==> config.mk <==
export PLATFORM = sky130hd
export DESIGN_NAME = ts_sync_lock
export DESIGN_NICKNAME = d
export VERILOG_FILES = /design/src/rtl/ts_pkg.sv /design/src/rtl/ts_sync_lock_sat_counter.sv /design/src/rtl/ts_sync_lock.sv
export SDC_FILE = /design/constraint.sdc
export NUM_CORES = 1
export LEC_CHECK = 0
export BUFFER_PORTS_ARGS = -buffer_cell sky130_fd_sc_hd__buf_2
export CAP_MARGIN = 5
export CORE_AREA = 2 2 57 86
export DETAILED_ROUTE_END_ITERATION = 16
export DIE_AREA = 0 0 59 88
export PLACE_DENSITY_LB_ADDON = 0.3
export SYNTH_ARGS = -nofsm -noshare
export SYNTH_HDL_FRONTEND = slang
export SYNTH_SLANG_ARGS = --single-unit
==> constraint.sdc <==
create_clock -name clk -period 3.3 [get_ports clk]
set_clock_uncertainty 0.05 [all_clocks]
set_input_delay 0.33 -clock clk [delete_from_list [all_inputs] [get_ports clk]]
set_output_delay 0.33 -clock clk [all_outputs]
set_load 0.05 [all_outputs]
==> src/rtl/ts_pkg.sv <==
`default_nettype none
// ============================================================================
// Module      : ts_pkg
// Description : Shared MPEG-2 TS constants and synchroniser state encoding.
// Revision    : 1.0 - initial release
// ============================================================================
package ts_pkg;

  localparam logic [7:0] TS_SYNC_BYTE  = 8'h47;
  localparam int         TS_PKT_LEN    = 188;
  localparam int         TS_RS_PKT_LEN = 204;

  typedef enum logic [1:0] {
    SEARCH = 2'd0,
    CHECK  = 2'd1,
    LOCKED = 2'd2
  } ts_state_e;

endpackage
`default_nettype wire

==> src/rtl/ts_sync_lock_sat_counter.sv <==
`default_nettype none
// ============================================================================
// Module      : sat_counter
// Description : Saturating up-counter, holds at all-ones.
// Revision    : 1.0 - initial release
// ============================================================================
module sat_counter #(
  parameter int W = 16
) (
  input  logic         clk,
  input  logic         rst,
  input  logic         inc,
  output logic [W-1:0] count
);

  logic [W-1:0] count_d;
  logic [W-1:0] count_q;

  always_comb begin
    count_d = count_q;
    if (inc && (count_q != '1)) begin
      count_d = count_q + 1'b1;
    end
  end

  always_ff @(posedge clk) begin
    if (rst) begin
      count_q <= '0;
    end else begin
      count_q <= count_d;
    end
  end

  assign count = count_q;

endmodule
`default_nettype wire

==> src/rtl/ts_sync_lock.sv <==
`default_nettype none
// ============================================================================
// Module      : ts_sync_lock
// Description : MPEG-2 TS packet synchroniser with lock/unlock hysteresis,
//               flywheel tagging and a saturating sync-error counter.
// Revision    : 1.0 - initial release
// ============================================================================
module ts_sync_lock
  import ts_pkg::*;
#(
  parameter int         PKT_LEN    = TS_PKT_LEN,
  parameter logic [7:0] SYNC_BYTE  = TS_SYNC_BYTE,
  parameter int         LOCK_CNT   = 5,
  parameter int         UNLOCK_CNT = 3,
  parameter int         ERR_W      = 16,
  parameter int         IDX_W      = $clog2(PKT_LEN)
) (
  input  logic             clk,
  input  logic             rst,
  input  logic [7:0]       byte_in,
  input  logic             byte_valid,
  output logic             valid,
  output logic [7:0]       byte_out,
  output logic             locked,
  output logic             sop,
  output logic             eop,
  output logic [IDX_W-1:0] byte_idx,
  output logic             lost,
  output logic [ERR_W-1:0] sync_err_cnt
);

  localparam int HIT_W  = $clog2(LOCK_CNT + 1);
  localparam int MISS_W = $clog2(UNLOCK_CNT + 1);

  localparam logic [IDX_W-1:0]  LAST_POS   = IDX_W'(PKT_LEN - 1);
  localparam logic [HIT_W-1:0]  LOCK_HITS  = HIT_W'(LOCK_CNT);
  localparam logic [MISS_W-1:0] DROP_MISS  = MISS_W'(UNLOCK_CNT);

  ts_state_e         state_d, state_q;
  logic [IDX_W-1:0]  pos_d, pos_q;
  logic [HIT_W-1:0]  hits_d, hits_q;
  logic [MISS_W-1:0] misses_d, misses_q;
  logic              valid_d, valid_q;
  logic [7:0]        byte_d, byte_q;
  logic              locked_d, locked_q;
  logic              sop_d, sop_q;
  logic              eop_d, eop_q;
  logic [IDX_W-1:0]  idx_d, idx_q;
  logic              lost_d, lost_q;
  logic              err_inc;

  logic [IDX_W-1:0]  pos_next;
  logic [HIT_W-1:0]  hits_inc;
  logic [MISS_W-1:0] misses_inc;
  logic              is_sync;
  logic              at_exp;

  assign pos_next   = (pos_q == LAST_POS) ? '0 : pos_q + 1'b1;
  assign hits_inc   = hits_q + 1'b1;
  assign misses_inc = misses_q + 1'b1;
  assign is_sync    = (byte_in == SYNC_BYTE);
  assign at_exp     = (pos_q == '0);

  always_comb begin
    state_d  = state_q;
    pos_d    = pos_q;
    hits_d   = hits_q;
    misses_d = misses_q;
    err_inc  = 1'b0;
    valid_d  = byte_valid;
    byte_d   = byte_in;
    locked_d = locked_q;
    sop_d    = 1'b0;
    eop_d    = 1'b0;
    idx_d    = idx_q;
    lost_d   = 1'b0;

    if (byte_valid) begin
      case (state_q)
        SEARCH: begin
          if (is_sync) begin
            pos_d   = IDX_W'(1);
            hits_d  = HIT_W'(1);
            state_d = CHECK;
          end
        end
        CHECK: begin
          pos_d = pos_next;
          if (at_exp) begin
            if (is_sync) begin
              hits_d = hits_inc;
              if (hits_inc == LOCK_HITS) begin
                state_d  = LOCKED;
                misses_d = '0;
              end
            end else begin
              state_d = SEARCH;
            end
          end
        end
        LOCKED: begin
          pos_d = pos_next;
          if (at_exp) begin
            if (is_sync) begin
              misses_d = '0;
            end else begin
              misses_d = misses_inc;
              err_inc  = 1'b1;
              if (misses_inc == DROP_MISS) begin
                state_d = SEARCH;
                lost_d  = 1'b1;
              end
            end
          end
        end
        default: state_d = SEARCH;
      endcase

      // Tags follow the post-decision state so the locking/unlocking byte is marked correctly
      locked_d = (state_d == LOCKED);
      sop_d    = locked_d && at_exp;
      eop_d    = locked_d && (pos_q == LAST_POS);
      idx_d    = locked_d ? pos_q : '0;
    end
  end

  always_ff @(posedge clk) begin
    if (rst) begin
      state_q  <= SEARCH;
      pos_q    <= '0;
      hits_q   <= '0;
      misses_q <= '0;
      valid_q  <= 1'b0;
      byte_q   <= '0;
      locked_q <= 1'b0;
      sop_q    <= 1'b0;
      eop_q    <= 1'b0;
      idx_q    <= '0;
      lost_q   <= 1'b0;
    end else begin
      state_q  <= state_d;
      pos_q    <= pos_d;
      hits_q   <= hits_d;
      misses_q <= misses_d;
      valid_q  <= valid_d;
      byte_q   <= byte_d;
      locked_q <= locked_d;
      sop_q    <= sop_d;
      eop_q    <= eop_d;
      idx_q    <= idx_d;
      lost_q   <= lost_d;
    end
  end

  sat_counter #(
    .W(ERR_W)
  ) u_err_cnt (
    .clk  (clk),
    .rst  (rst),
    .inc  (err_inc),
    .count(sync_err_cnt)
  );

  assign valid    = valid_q;
  assign byte_out = byte_q;
  assign locked   = locked_q;
  assign sop      = sop_q;
  assign eop      = eop_q;
  assign byte_idx = idx_q;
  assign lost     = lost_q;

endmodule
`default_nettype wire

==> results.md <==
- The placeable core region is 4430 um^2.
- Traced cell by cell, the critical path runs through inv_1 -> ha_1 -> or4b_2 -> a211oi_1 -> o21ai_0 -> o211ai_1 -> o21ai_0.
- In the synthesized netlist the dominant register cell turns out to be sky130_fd_sc_hd__dfxtp_1.
- The library cell appearing most often on the critical path is sky130_fd_sc_hd__o21ai_0.
- The die area is 5190 um^2.
- The final max-slew violation count came to 0.
- For this block, the initial DRC count from the detailed router was 131.
- From bottom edge to top edge, the die measures 88 um.
- Setup repair after global routing left no endpoint under its margin.
- The shortest clock period the worst path allows after layout is 2.58 ns.
- The total setup violations reported at the end of the flow is 0.
- The source-to-sink clock delay at the later pin of the worst-skew pair is 0.30 ns.
- The final global-route overflow total is 0.
- The most common cell after layout, fill and taps aside is sky130_fd_sc_hd__dfxtp_1.
- The worst hold slack is 0.211 ns.
- The type of the tightest min-delay check is primary input to register.
- The highest clock rate is 387 MHz.
- The post-cts sizing count is 0.
- In the global route stage, overall resource usage came out at 0.220.
- In the layout the commonest cells are sky130_fd_sc_hd__dfxtp_1 (52), sky130_fd_sc_hd__buf_2 (47), sky130_fd_sc_hd__nor2_1 (29).
- For this design the static power due to leakage is 1.15 nW.
- The root buffer selected by CTS is sky130_fd_sc_hd__clkbuf_8.
- The share of post-route cells with drive strength above 1 is 0.204.
- The run finished with clean final reports.
- At the pin with the least slew margin, the transition time is 0.787 ns.
- The post-synthesis sequential area ratio is 0.413.
- In this run the tightest slew margin relative to its limit is 0.468.
- The number of filler cells placed in the layout is 389.
- The power spent charging and discharging nets is 0.250 mW.
- The share of total power dissipated in combinational logic is 0.057.
- Compared with the post-synthesis result, the final layout area differs by 14.4%.
- Detailed placement finished with a half-perimeter wire length of 3.96 mm.
- The post-synthesis net count is 314.
- The longest clock path from root to sink contains 2 buffers.
- The synthesized design contains 52 register bits.
- Across the whole layout, storage elements account for 1040 um^2.
- The arrival time reported for the critical path endpoint is 2.70 ns.
- The first global-routing pass estimated 8.86 mm of wire.
- Before antenna repair, the detailed router went through 4 iterations.
- The internal power of the cells totals 0.874 mW.
- Leaving out filler cells and counting taps, the final layout contains 387.
- The number of antenna diodes in the final layout is 0.
- The count of flip-flops with a built-in enable after synthesis is 0.
- Wires add up to 5.27 mm.
- The part of the cycle the worst path needs is 0.782.
- The total negative slack for setup checks is 0 ns.
- The worst ir drop on vdd is 0.289 mV.
- After detailed routing, the number of vias per cell comes to 5.83.
- The total of max-cap violations is 0.
- The number of vias after detailed routing is 2,255.
- The via count of the first global-routing pass is 2,003.
- The startpoint-to-endpoint class of the critical path is register to register.
- The proportion of total power due to net switching is 0.222.
- The area used by multi-input combinational logic is 1350 um^2.
- Routability-driven placement finished with a final weighted congestion of 0.764.
- For this design, the sink count on the clock tree is 52.
- In the routed design, unresolved DRC markers number 0.
- The largest fanout of any net on the critical path is 11.
- The critical path required time is 3.42 ns.
- The distinct cell type count after synthesis is 52.
- The mean instance size in the synthesized netlist is 8.61 um^2.
- The count of standard-cell rows is 30.
- The share of total power dissipated in sequential elements is 0.564.
- Entering global routing, the biggest net connects 42 pins.
- The number of input and output port buffers inserted is 47.
- The H-tree depth reported by CTS is 2.
- Once placement completed, the tool counted placed cells totaling 379.
- In the final design database the tool counted 359 nets.
- The number of ports placed on the die boundary is 48.
- The startpoint kind of the worst setup timing path is a register.
- The setup fix buffers added after clock tree synthesis is 0.
- Of the total power, the clock network draws 0.379.
- Hold repair after CTS inserted 0 buffers.
- For this run, the slowest stage of the critical path takes 0.65 ns.
- The initial standard-cell utilization of the core is 0.569.
- The power density relative to cell area is 389 nW/um^2.
- Among all stages on the critical path, the largest delay is contributed by sky130_fd_sc_hd__o211ai_1.
- Yosys printed 0 warnings.
- The critical path endpoint category is a register.
- After detailed routing, the average wire length per cell comes to 13.6 um.
- TritonCTS created 5 clock buffers.
- The floorplan step set the die width to 59 um.
- The async set-or-reset flop fraction in the synthesized netlist is 0.
- The initial antenna violation count is 0.
- The CTS tree is done.
- After clock tree synthesis, the clock-pin slew on the worst setup and hold paths is 0.09 ns.
- The remaining antenna violation count is 0.
- In this run the cell area of the synthesized design comes to 2520 um^2.
- The hold violation total from the final report is 0.
- The cell count after synthesis is 293.
## critical path: cells and delay by family, from the launching register on
family / cells / cell delay, ns
compound gates: 4 / 1.14
fa+ha+maj: 1 / 0.16
buf+inv: 1 / 0.10
flops: 1 / 0.34
simple gates: 1 / 0.64
## state kept, by name (all words and copies together), names as in the netlist
name,flops
state_q,2
valid,1
byte_idx,8
byte_out,8
hits_q,3
locked,1
u_err_cnt.count,16
lost,1
misses_q,2
sop,1
eop,1
pos_q,8
## metrics by stage
step / setup WS [ns] / total power, mW / utilization / instance area [um^2]
after floorplan: 1.10 / 0.694 / - / 2520
after global placement: 0.764 / 0.712 / 0.627 / 2780
after detailed placement: 0.731 / 0.713 / 0.627 / 2780
after CTS: 0.715 / 1.13 / 0.652 / 2890
after global routing: 0.453 / 1.16 / 0.652 / 2890
final: 0.719 / 1.12 / 0.652 / 2890
## synthesized netlist by cell type, drive strengths merged, types with 3 or more instances
master  count  area, um^2
nor4        3        18.8
nor3       12        70.1
dfxtp      52        1040
clkbuf      6        22.5
a31oi       6        37.5
and4        3        26.3
and2        3        18.8
xnor2       8        70.1
nor2       29         109
inv        20        75.1
nor4b       3        41.3
nand4       8        50.1
nand2      22        82.6
a21oi      16        80.1
a211oi      3        22.5
and3        3        18.8
or3         7        45.1
o21ai      16        80.1
nand3       9        57.6
o31ai       8        60.1
nor2b      12        75.1
buf         5        31.3
ha         10         125
or4         3        28.8
mux2        3        33.8
## power groups by stage
stage                     combinational (mW)  sequential, mW  clock (mW)
after floorplan                       0.0239           0.670           0
after global placement                0.0632           0.649           0
after detailed placement              0.0639           0.649           0
after CTS                             0.0640           0.634       0.431
after global routing                  0.0681           0.635       0.457
final                                 0.0638           0.634       0.426
## logic make-up after synthesis
logic type / synth area share
simple gates: 0.282
compound gates: 0.156
flops: 0.413
buf+inv: 0.0511
fa+ha+maj: 0.0496
xor+xnor: 0.0313
mux: 0.0174
## final cells by class
cell class              count  area share
clock buffers               6      0.0251
well taps                  48      0.0208
repair buffers             49      0.0867
multi-input cells         210       0.469
inverters                  20      0.0260
flip-flops and latches     52       0.361
clock inverters             2      0.0121
## path summary, 6_finish.rpt
kind               startpoint          end  slack, ns  cells past startpoint
setup reg to reg     pos_q[0]       locked       0.72                      7
hold / removal     byte_in[4]  byte_out[4]       0.21                      2
setup / recovery     pos_q[0]       locked       0.72                      7
hold reg to reg   byte_idx[7]  byte_idx[7]       0.40                      2
## layer usage
layer,up-vias,share of wire,track usage
met2,50,0.52,0.394
met5,-,0,0
li1,1140,-,-
met3,10,0.033,0.0384
met4,0,0.020,0.0971
met1,1055,0.42,0.248
Note: power is estimated with default switching activity, not from simulation.
